===== config.mk =====
export PLATFORM = sky130hd
export DESIGN_NAME = fifo_stream_reader
export DESIGN_NICKNAME = d
export VERILOG_FILES = /design/src/rtl/fifo_stream_pkg.sv /design/src/rtl/fifo_stream_buf.sv /design/src/rtl/fifo_stream_reader.sv
export SDC_FILE = /design/constraint.sdc
export NUM_CORES = 1
export LEC_CHECK = 0
export ABC_AREA = 1
export CAP_MARGIN = 20
export CORE_ASPECT_RATIO = 2
export CORE_MARGIN = 8
export CORE_UTILIZATION = 50
export CTS_BUF_LIST = sky130_fd_sc_hd__clkbuf_16
export CTS_CLUSTER_DIAMETER = 80
export CTS_CLUSTER_SIZE = 20
export DETAILED_ROUTE_END_ITERATION = 10
export GPL_TIMING_DRIVEN = 0
export HOLD_SLACK_MARGIN = 0.03
export PLACE_DENSITY = 0.74
export SYNTH_ARGS = -nofsm -noshare
export SYNTH_HDL_FRONTEND = slang
export SYNTH_HIERARCHICAL = 1
export SYNTH_SLANG_ARGS = --single-unit
export TNS_END_PERCENT = 20

===== constraint.sdc =====
create_clock -name clk_i -period 1.6 [get_ports clk_i]
set_input_delay 0.32 -clock clk_i [delete_from_list [all_inputs] [get_ports clk_i]]
set_output_delay 0.32 -clock clk_i [all_outputs]
set_load 0.1 [all_outputs]

===== src/rtl/fifo_stream_pkg.sv =====
// rtl/fifo_stream_pkg.sv - shared types and depth for the fifo stream reader
package fifo_stream_pkg;

   localparam int unsigned BufDepth = 3;

   typedef logic [1:0] buf_ptr_t;
   typedef logic [1:0] buf_occ_t;

   // Pointers wrap modulo BufDepth rather than at the 2-bit limit.
   function automatic buf_ptr_t ptr_next(input buf_ptr_t p);
      return (p == buf_ptr_t'(BufDepth - 1)) ? buf_ptr_t'(0) : p + buf_ptr_t'(1);
   endfunction

endpackage


===== src/rtl/fifo_stream_buf.sv =====
// rtl/fifo_stream_buf.sv - 3-entry circular output buffer with push, pop and clear
module fifo_stream_buf
   import fifo_stream_pkg::*;
#(
   parameter int unsigned Width = 8
) (
   input  logic             clk_i,
   input  logic             rst_i,
   input  logic             push_i,
   input  logic             pop_i,
   input  logic             clear_i,
   input  logic [Width-1:0] data_i,
   output logic [Width-1:0] head_o,
   output buf_occ_t         occ_o
);

   logic [Width-1:0] r_mem [0:BufDepth-1];
   buf_ptr_t         r_wr_ptr;
   buf_ptr_t         r_rd_ptr;
   buf_occ_t         r_occ;

   always_ff @(posedge clk_i or posedge rst_i) begin
      if (rst_i) begin
         r_wr_ptr <= '0;
         r_rd_ptr <= '0;
         r_occ    <= '0;
         for (int i = 0; i < BufDepth; i++) begin
            r_mem[i] <= '0;
         end
      end else if (clear_i) begin
         r_wr_ptr <= '0;
         r_rd_ptr <= '0;
         r_occ    <= '0;
      end else begin
         if (push_i) begin
            r_mem[r_wr_ptr] <= data_i;
            r_wr_ptr        <= ptr_next(r_wr_ptr);
         end
         if (pop_i) begin
            r_rd_ptr <= ptr_next(r_rd_ptr);
         end
         case ({push_i, pop_i})
            2'b10:   r_occ <= r_occ + buf_occ_t'(1);
            2'b01:   r_occ <= r_occ - buf_occ_t'(1);
            default: r_occ <= r_occ;
         endcase
      end
   end

   assign head_o = r_mem[r_rd_ptr];
   assign occ_o  = r_occ;

endmodule


===== src/rtl/fifo_stream_reader.sv =====
// rtl/fifo_stream_reader.sv - drains a fifo read port onto a valid/ready stream
// Optional delivered-word counter enabled by FIFO_STREAM_READER_COUNT_EN.
module fifo_stream_reader
   import fifo_stream_pkg::*;
#(
   parameter int unsigned EntrySize  = 8,
   parameter int unsigned CountWidth = 16
) (
   input  logic                 clk_i,
   input  logic                 rst_i,
   output logic                 fifo_read_req_o,
   input  logic                 fifo_read_valid_i,
   input  logic [EntrySize-1:0] fifo_data_i,
   output logic                 stream_valid_o,
   input  logic                 stream_ready_i,
   output logic [EntrySize-1:0] stream_data_o,
   input  logic                 flush_i
`ifdef FIFO_STREAM_READER_COUNT_EN
   ,
   output logic [CountWidth-1:0] count_o
`endif
);

   buf_occ_t   w_occ;
   logic [2:0] w_pending;
   logic       w_req;
   logic       w_push;
   logic       w_pop;
   logic       r_inflight;

   // Words already buffered plus the one still on its way from the fifo;
   // requesting only while this is below the depth keeps the buffer from overflowing.
   assign w_pending = {1'b0, w_occ} + {2'b00, r_inflight};
   assign w_req     = fifo_read_valid_i && !flush_i && (w_pending < 3'(BufDepth));
   assign w_push    = r_inflight && !flush_i;
   assign w_pop     = stream_valid_o && stream_ready_i && !flush_i;

   assign fifo_read_req_o = w_req;
   assign stream_valid_o  = (w_occ != '0);

   always_ff @(posedge clk_i or posedge rst_i) begin
      if (rst_i) begin
         r_inflight <= 1'b0;
      end else begin
         r_inflight <= w_req;
      end
   end

   fifo_stream_buf #(
      .Width (EntrySize)
   ) u_buf (
      .clk_i   (clk_i),
      .rst_i   (rst_i),
      .push_i  (w_push),
      .pop_i   (w_pop),
      .clear_i (flush_i),
      .data_i  (fifo_data_i),
      .head_o  (stream_data_o),
      .occ_o   (w_occ)
   );

`ifdef FIFO_STREAM_READER_COUNT_EN
   logic [CountWidth-1:0] r_count;

   always_ff @(posedge clk_i or posedge rst_i) begin
      if (rst_i) begin
         r_count <= '0;
      end else if (w_pop) begin
         r_count <= r_count + 1'b1;
      end
   end

   assign count_o = r_count;
`endif

endmodule


Word-level counts from Yosys, hierarchy flattened
Cells that the tools add are included.
{"block": "op_classes", "n_addsub": 5, "order_cmp": 4, "eq_ne": 4, "mux": 14, "bitwise": 3, "n_reduce_logical": 12}
{"op": "bitwise mux 24 bit", "n": 1}
{"op": "two-way mux 8 bit", "n": 3}
{"op": "binary-select mux 8 bit (select 2 bit)", "n": 1}
{"op": "demux 8 bit (select 2 bit)", "n": 1}
{"op": "two-way mux 2 bit", "n": 7}
{"op": "adder 2 x 1 -> 2 bit (second input constant)", "n": 3}
{"op": "== test 2 bit (second input constant)", "n": 3}
{"op": ">= comparator 3 bit (second input constant)", "n": 2}
{"op": "logical AND 1 bit", "n": 6}
{"op": "NOT 2 -> 3 bit", "n": 2}
{"op": "nonzero test 2 bit", "n": 3}
{"op": "case mux 2 bit (2 select lines)", "n": 1}
{"op": "adder 2 x 1 -> 3 bit", "n": 1}
{"op": "less-than comparator 3 x 1 -> 1 bit (second input constant)", "n": 1}
{"op": "less-than comparator 3 x 2 -> 1 bit (second input constant)", "n": 1}
{"op": "nonzero test 3 bit", "n": 1}
{"op": "== test 2 x 1 -> 1 bit (second input constant)", "n": 1}
{"op": "AND reduction 2 bit", "n": 1}
{"op": "subtractor 2 x 1 -> 2 bit (second input constant)", "n": 1}
{"op": "zero test 1 bit", "n": 1}
{"op": "NOT 1 bit", "n": 1}
{"block": "totals", "reg_bits": 31, "in_bits": 13, "output_inout_bits": 10, "elab_cells": 49}

Depth between registers and ports, before layout
Gate-level depths: netlist of run 1.
{"block": "logic_depth", "word_depth": 6, "depth_mapped": 9, "mapped_depth_nobuf": 9}

By module
Netlist of run 1, hierarchy kept.
{"mod": "fifo_stream_buf", "n_inst": 1, "cells_each": 164, "area_per_inst_um2": 1481.4, "seq_area_each_um2": 750.7}
{"mod": "fifo_stream_reader", "n_inst": 1, "cells_each": 16, "area_per_inst_um2": 108.9, "seq_area_each_um2": 25.0}

Least setup slack after synthesis of run 1
OpenSTA, ideal clock, no wires.
{"block": "synth_path", "kind": "reg2out", "start": "register u_buf.r_occ[0] (netlist: u_buf/occ_o[0])", "end": "output port fifo_read_req_o", "t_arrival_ps": 1770, "required_time_ps": 1280, "setup_slack_ps": -490, "stages_incl_launch_ff": 6, "path_buffers": 0, "cell_sequence": "dfrtp_1 ha_1 ha_1 nand2_1 nand2_1 nor2_2"}
{"block": "synth_between", "elab_chain_len": 3}
{"element": "start: declaration", "line": "fifo_stream_buf.sv:20", "text": "buf_occ_t r_occ;"}
{"element": "start signal: assignment", "line": "fifo_stream_buf.sv:43", "text": "2'b10: r_occ <= r_occ + buf_occ_t'(1);"}
{"element": "start signal: assignment", "line": "fifo_stream_buf.sv:44", "text": "2'b01: r_occ <= r_occ - buf_occ_t'(1);"}
{"element": "start signal: assignment", "line": "fifo_stream_buf.sv:45", "text": "default: r_occ <= r_occ;"}
{"element": "adder 2 x 1 -> 3 bit", "line": "fifo_stream_reader.sv:33", "text": "assign w_pending = {1'b0, w_occ} + {2'b00, r_inflight};"}
{"element": "less-than comparator 3 x 2 -> 1 bit", "line": "fifo_stream_reader.sv:34", "text": "assign w_req = fifo_read_valid_i && !flush_i && (w_pending < 3'(BufDepth));"}
{"element": "logical AND 1 bit", "line": "fifo_stream_reader.sv:34"}
{"element": "end: declaration", "line": "fifo_stream_reader.sv:11", "text": "output logic fifo_read_req_o,"}
No other way between the ends.

Worst setup path after layout of run 1
Same ends and word-level chain as after synthesis.

==> flow_summary.yaml, run 1 <==
outcome:
  status: "finished, violations left"
  violations: "setup timing"
hold_path:
  hold_path.class: "in -> async"
place:
  dpl.cell_count: 233
  hpwl_um: 2602
  place.gp.congestion: 0.7332
  portBuffers: 22
floorplanning:
  start_util: 0.5096
  fp.dieH_um: 95.76
  coreArea_um2: 3120
  io_pins: 23
  dieArea_um2: 5351
  die_w_um: 55.88
  row_count: 29
final_layout:
  fillCellCount: 224
  final_util: 0.7318
  fin_cells: 252
  nets: 235
  regArea_um2: 779.5
  drive_gt1_frac: 0.3891
  n_antenna_cell: 0
  synthToLayoutAreaGrowth_pct: 43.59
  multiInputGateArea_um2: 788.3
grt:
  grt_pass1_vias: 1458
  antenna_found_initial: 0
  grt_max_degree: 31
  grt_pass1_wl_um: 6637
  grt-ovfl-total: 0
  gr-usage-all-layers: 0.1596
synth:
  ys_types: 15
  netlist_area_um2: 1590
  synth_area_per_cell_um2: 8.835
  synth.most_common_cell: "nand2_1"
  ys_seq_elements: 31
  yosys-top-cells-area: "dfrtp_1 (49%), nand2_1 (16%), o21ai_2 (13%)"
  async_flop_share: 1.000
  synthCells: 180
  synth_top_cell_area_share: 0.4878
  seq_area_frac_synth: 0.4878
  synth.yosys.warnings: 6
  synth_edf_count: 0
  synth_nets: 195
  yosys-top-cells-count: "nand2_1 (66), dfrtp_1 (31), o21ai_2 (24)"
  synth_top_flop_cell: "dfrtp_1"
  yosys.area.top_type: "dfrtp_1"
route:
  ant_nets: 0
  avgViaCountPerCell: 5.433
  wl_per_cell_um: 16.56
  routed_wl_um: 4172
  dr_total_vias: 1369
  post-route-drc-count: 0
  drtPass1Iterations: 4
  drt_iter0_drc: 26
critical_path:
  r2r_start: "r_inflight$_DFF_PP0_"
  cp-end-kind: "output port"
  cp_data_required_time_ps: 1280
  critPathMaxFanout: 2
  critical_path_arrival_ps: 1500
  critPathKind: "reg -> out"
  critical_path.top_delay_family: "flip-flops"
  rrSetupSlack_ps: 150
  slowest_stage: "dfrtp_2"
  start_kind: "flip-flop"
  crit_chain: "ha_4 -> ha_4 -> nand2_2 -> nand2_2 -> nor2_4 -> buf_12"
  critPathBufInv: 1
  cp_slowest_stage_delay_ps: 430
  startpoint: "u_buf/occ_o[0]$_DFFE_PP0P_"
power:
  p_comb_frac: 0.347
  p_leak_nw: 1.134
  power.density_nw_per_um2: 1205
  clockPowerShare: 0.315
  power_frac_seq: 0.338
  net-switching-power_w: 0.0009763
  ir_drop_mv: 0.9139
  switching_share: 0.3547
  p_int_w: 0.001776
timing:
  setup_viol: 9
  drv_slew: 0
  finalWorstSetupSlack_ps: -220.6
  worst_pin_slew_ps: 441.6
  slew_headroom: 0.7053
  max_freq_ghz: 0.5493
  final-hold-violation-count: 0
  min_period_over_period: 1.138
  hold_ws_ps: 203.5
  fin_crit_ps: 1821
  rsz0062_at_grt: "yes"
  fin_worst_skew_ps: 3.777
cts:
  cts-root-buf: "clkbuf_16"
  clkSinkCount: 31
  cts_tree: "done"
  clkTransAtPathRegs_ps: 50
  cts_inserted_buffers: 5
  cts.path.max_buffers: 2
  clk_latency_ps: 270
  cts.htree.levels: 2
  postCtsHoldBufs: 0
job:
  maxCapViolCount: 0
-- sequential cells by signal, indices dropped and copies added, names as in the netlist --
signal          cells
u_buf/r_mem        24
u_buf/occ_o         2
u_buf/r_rd_ptr      2
u_buf/r_wr_ptr      2
r_inflight          1
-- power groups by stage --
stage	Combinational, W	Sequential (W)	Clock, W
5_1_grt	0.00100	0.000936	0.000917
3_3_place_gp	0.000752	0.000928	0
2_1_floorplan	0.000600	0.000922	0
3_5_place_dp	0.000767	0.000935	0
6_report	0.000956	0.000930	0.000867
4_1_cts	0.000939	0.000924	0.000888
-- layout make-up --
class	count	area share
sequential	31	0.3414
clock buffer	5	0.05479
buffer	3	0.01479
clock inverter	3	0.004932
tap	31	0.01699
inverter	24	0.03945
multi-input combinational	122	0.3452
timing repair buffer	33	0.1825
-- repair_timing --
item | CTS | global route
pin swaps | 8 | 1
hold endpoints to repair | 0 | 0
cloned | 0 | 0
buffers inserted | 10 | 0
endpoints found under the setup margin | 35 | 10
gates resized for setup | 108 | 5
-- kinds of logic after synthesis --
group                    count (synthesis)  synth area share
adder cells (fa/ha/maj)                  2           0.01573
flip-flops                              31            0.4878
buffers and inverters                   27           0.07789
AND/OR/NAND/NOR                         91            0.2707
AO/OA/AOI/OAI                           29            0.1479
-- routing by layer --
| metal | GRT usage | vias to the layer above | share of wire |
|---|---|---|---|
| met4 | 0.09677 | 0 | 0.025 |
| met3 | 0.04227 | 9 | 0.045 |
| li1 | - | 641 | - |
| met5 | 0 | - | 0 |
| met2 | 0.3130 | 34 | 0.58 |
| met1 | 0.1384 | 685 | 0.35 |
-- layout by cell type (no fill, tap or decap) --
cell type and instances:
dlygate4sd2_1 1, nor2_1 2, inv_2 4, nand3_1 3
nor2_8 1, clkdlybuf4s50_1 11, clkinv_1 2, a21oi_1 1
nor2_2 2, nand3_2 8, inv_1 21, buf_16 1
buf_6 5, dfrtp_1 28, o21ai_0 4, o21ai_2 24
dfrtp_2 3, buf_4 9, buf_12 9, nand2_2 6
nand2_1 62, ha_4 2, nand3_4 3, clkbuf_16 5
nor2_4 4
-- stage by stage --
step	area (um^2)	power (W)	setup WS, ps	TNS [ps]
detailed placement	1877	0.001702	-1090	-22470
floorplan	1618	0.001521	-211.3	-1615
global route	2283	0.002854	-254.5	-1685
CTS	2256	0.002751	-230.0	-1259
finish	2283	0.002753	-220.6	-1163
global placement	1877	0.001681	-1030	-19530
-- worst paths after layout --
check | end | depth (start not counted)
worst max-delay path | fifo_read_req_o | 6
worst min-delay path | r_inflight$_DFF_PP0_ | 2
worst max register to register | u_buf/r_mem[15]$_DFFE_PP0P_ | 8
worst min register to register | u_buf/r_mem[6]$_DFFE_PP0P_ | 2
max in group asynchronous | u_buf/occ_o[0]$_DFFE_PP0P_ | 3
min in group clk_i | u_buf/r_mem[6]$_DFFE_PP0P_ | 2
Note: power is estimated with default switching activity, not from simulation.
==> run 2, diff against run 1 <==
- RECOVER_POWER: unset -> 25
==> run 2 against run 1 <==
  * The flow still finishes with violations (setup timing)
  * Fmax hardly changed
  * Via count hardly changed
  * Clock power hardly changed
  * Critical path depth stayed put
  * Largest cell class unchanged
==> flow_summary.yaml, run 2 (same netlist as run 1, synthesis figures left out) <==
final_layout:
  top_register: "u_buf/r_mem"
  drive_gt1_frac: 0.3891
  n_antenna_cell: 0
  final_cell_mix: "nand2_1 (62), dfrtp_1 (28), o21ai_2 (24)"
  mostFrequentLayoutCell: "nand2_1"
  largest_reg_flops: 24
  synthToLayoutAreaGrowth_pct: 42.17
  fin_area_um2: 2261
  nets: 235
critical_path:
  cp-end-kind: "output port"
  start_kind: "flip-flop"
  critical_path_arrival_ps: 1500
  critPathMaxFanout: 2
  cp_data_required_time_ps: 1280
  critPathKind: "reg -> out"
cts:
  postCtsHoldBufs: 0
  cts-root-buf: "clkbuf_16"
  cts_inserted_buffers: 5
  cts.htree.levels: 2
  cts_tree: "done"
  cts.path.max_buffers: 2
  clkTransAtPathRegs_ps: 50
  clkSinkCount: 31
  clk_latency_ps: 270
route:
  ant_nets: 0
  routed_wl_um: 4171
  wl_per_cell_um: 16.55
  drt_iter0_drc: 32
  drtPass1Iterations: 4
  avgViaCountPerCell: 5.429
  dr_total_vias: 1368
  post-route-drc-count: 0
power:
  net-switching-power_w: 0.0009753
  p_int_w: 0.001770
  switching_share: 0.3553
  ir_drop_mv: 0.9134
  p_leak_nw: 1.126
  power.density_nw_per_um2: 1214
  p_comb_frac: 0.345
  clockPowerShare: 0.316
  power_frac_seq: 0.339
place:
  portBuffers: 22
  hpwl_um: 2602
  place_area_um2: 1877
  place.gp.congestion: 0.7332
timing:
  drv_slew: 0
  fin_worst_skew_ps: 2.774
  slew_headroom: 0.6333
  min_period_over_period: 1.138
  worst_pin_slew_ps: 550.1
  hold_ws_ps: 337.2
  setup_viol: 9
  finalWorstSetupSlack_ps: -220.3
  max_freq_ghz: 0.5494
  rsz0062_at_grt: "yes"
  final-hold-violation-count: 0
  fin_crit_ps: 1820
grt:
  antenna_found_initial: 0
  grt_pass1_wl_um: 6637
  grt-ovfl-total: 0
  grt_max_degree: 31
  grt_pass1_vias: 1458
  gr-usage-all-layers: 0.1596
floorplanning:
  dieArea_um2: 5351
  start_util: 0.5096
  row_count: 29
  coreArea_um2: 3120
  die_w_um: 55.88
  fp.dieH_um: 95.76
  io_pins: 23
hold_path:
  hold_path.class: "in -> async"
outcome:
  status: "finished, violations left"
  violations: "setup timing"
job:
  maxCapViolCount: 0
-- run 2: cell count changes in the layout (fill, tap and decap cells not counted), sizes merged --
cell,change
clkdlybuf4s50,-1
clkbuf,+1
buf,-1
dlygate4sd3,+1
-- run 2: what timing repair did --
item | in CTS | in global routing
buffers inserted | 10 | 0
endpoints found under the setup margin | 35 | 10
pin swaps | 8 | 1
resized for setup | 108 | 5
-- run 2: final cells by class --
| cell class | count | area [um^2] |
|---|---|---|
| Clock inverter | 3 | 11.26 |
| Clock buffer | 5 | 125.1 |
| Inverter | 24 | 90.09 |
| Timing Repair Buffer | 33 | 394.1 |
| Tap cell | 31 | 38.79 |
| Sequential cell | 31 | 779.5 |
| Buffer | 3 | 33.78 |
| Fill cell | 227 | 859.6 |
| Multi-Input combinational cell | 122 | 788.3 |
-- run 2: metrics by stage --
stage	setup TNS [ps]	total power, W	worst slack, ps	std cells	util
3_5_place_dp	-22470	0.001702	-1090	233	0.6014
6_report	-1148	0.002745	-220.3	252	0.7245
3_3_place_gp	-19530	0.001681	-1030	233	0.6014
5_1_grt	-1685	0.002847	-254.5	252	0.7245
4_1_cts	-1259	0.002751	-230.0	251	0.7229
2_1_floorplan	-1615	0.001521	-211.3	180	-
-- run 2: final timing paths --
kind | startpoint | to | slack, ps | depth (start not counted)
setup / recovery | u_buf/occ_o[0]$_DFFE_PP0P_ | fifo_read_req_o | -220 | 6
hold / removal | rst_i | r_inflight$_DFF_PP0_ | 340 | 2
setup reg to reg | r_inflight$_DFF_PP0_ | u_buf/r_mem[15]$_DFFE_PP0P_ | 160 | 8
hold reg to reg | u_buf/r_mem[6]$_DFFE_PP0P_ | u_buf/r_mem[6]$_DFFE_PP0P_ | 480 | 2
max in group asynchronous | rst_i | u_buf/occ_o[0]$_DFFE_PP0P_ | 240 | 3
min in group clk_i | u_buf/r_mem[6]$_DFFE_PP0P_ | u_buf/r_mem[6]$_DFFE_PP0P_ | 480 | 2
-- run 2: power groups by stage --
stage	Clock (W)	Sequential [W]	Combinational, W
2_1_floorplan	0	0.000922	0.000600
3_3_place_gp	0	0.000928	0.000752
5_1_grt	0.000917	0.000936	0.000994
6_report	0.000867	0.000930	0.000948
4_1_cts	0.000888	0.000924	0.000939
3_5_place_dp	0	0.000935	0.000767
-- run 2: worst max-delay path: stages, from the launching register on --
cell	delay, ps
dfrtp_2	430
ha_4	170
ha_4	210
nand2_2	50
nand2_2	60
nor2_4	110
buf_12	180
-- run 2: per-layer routing --
| layer | vias up | share of wire | wire length, um | global-route usage |
|---|---|---|---|---|
| li1 | 643 | - | - | - |
| met1 | 657 | 0.34 | 1423 | 0.1384 |
| met2 | 55 | 0.57 | 2393 | 0.3130 |
| met3 | 13 | 0.056 | 234 | 0.04227 |
| met4 | 0 | 0.029 | 120 | 0.09677 |
| met5 | - | 0 | 0 | 0 |
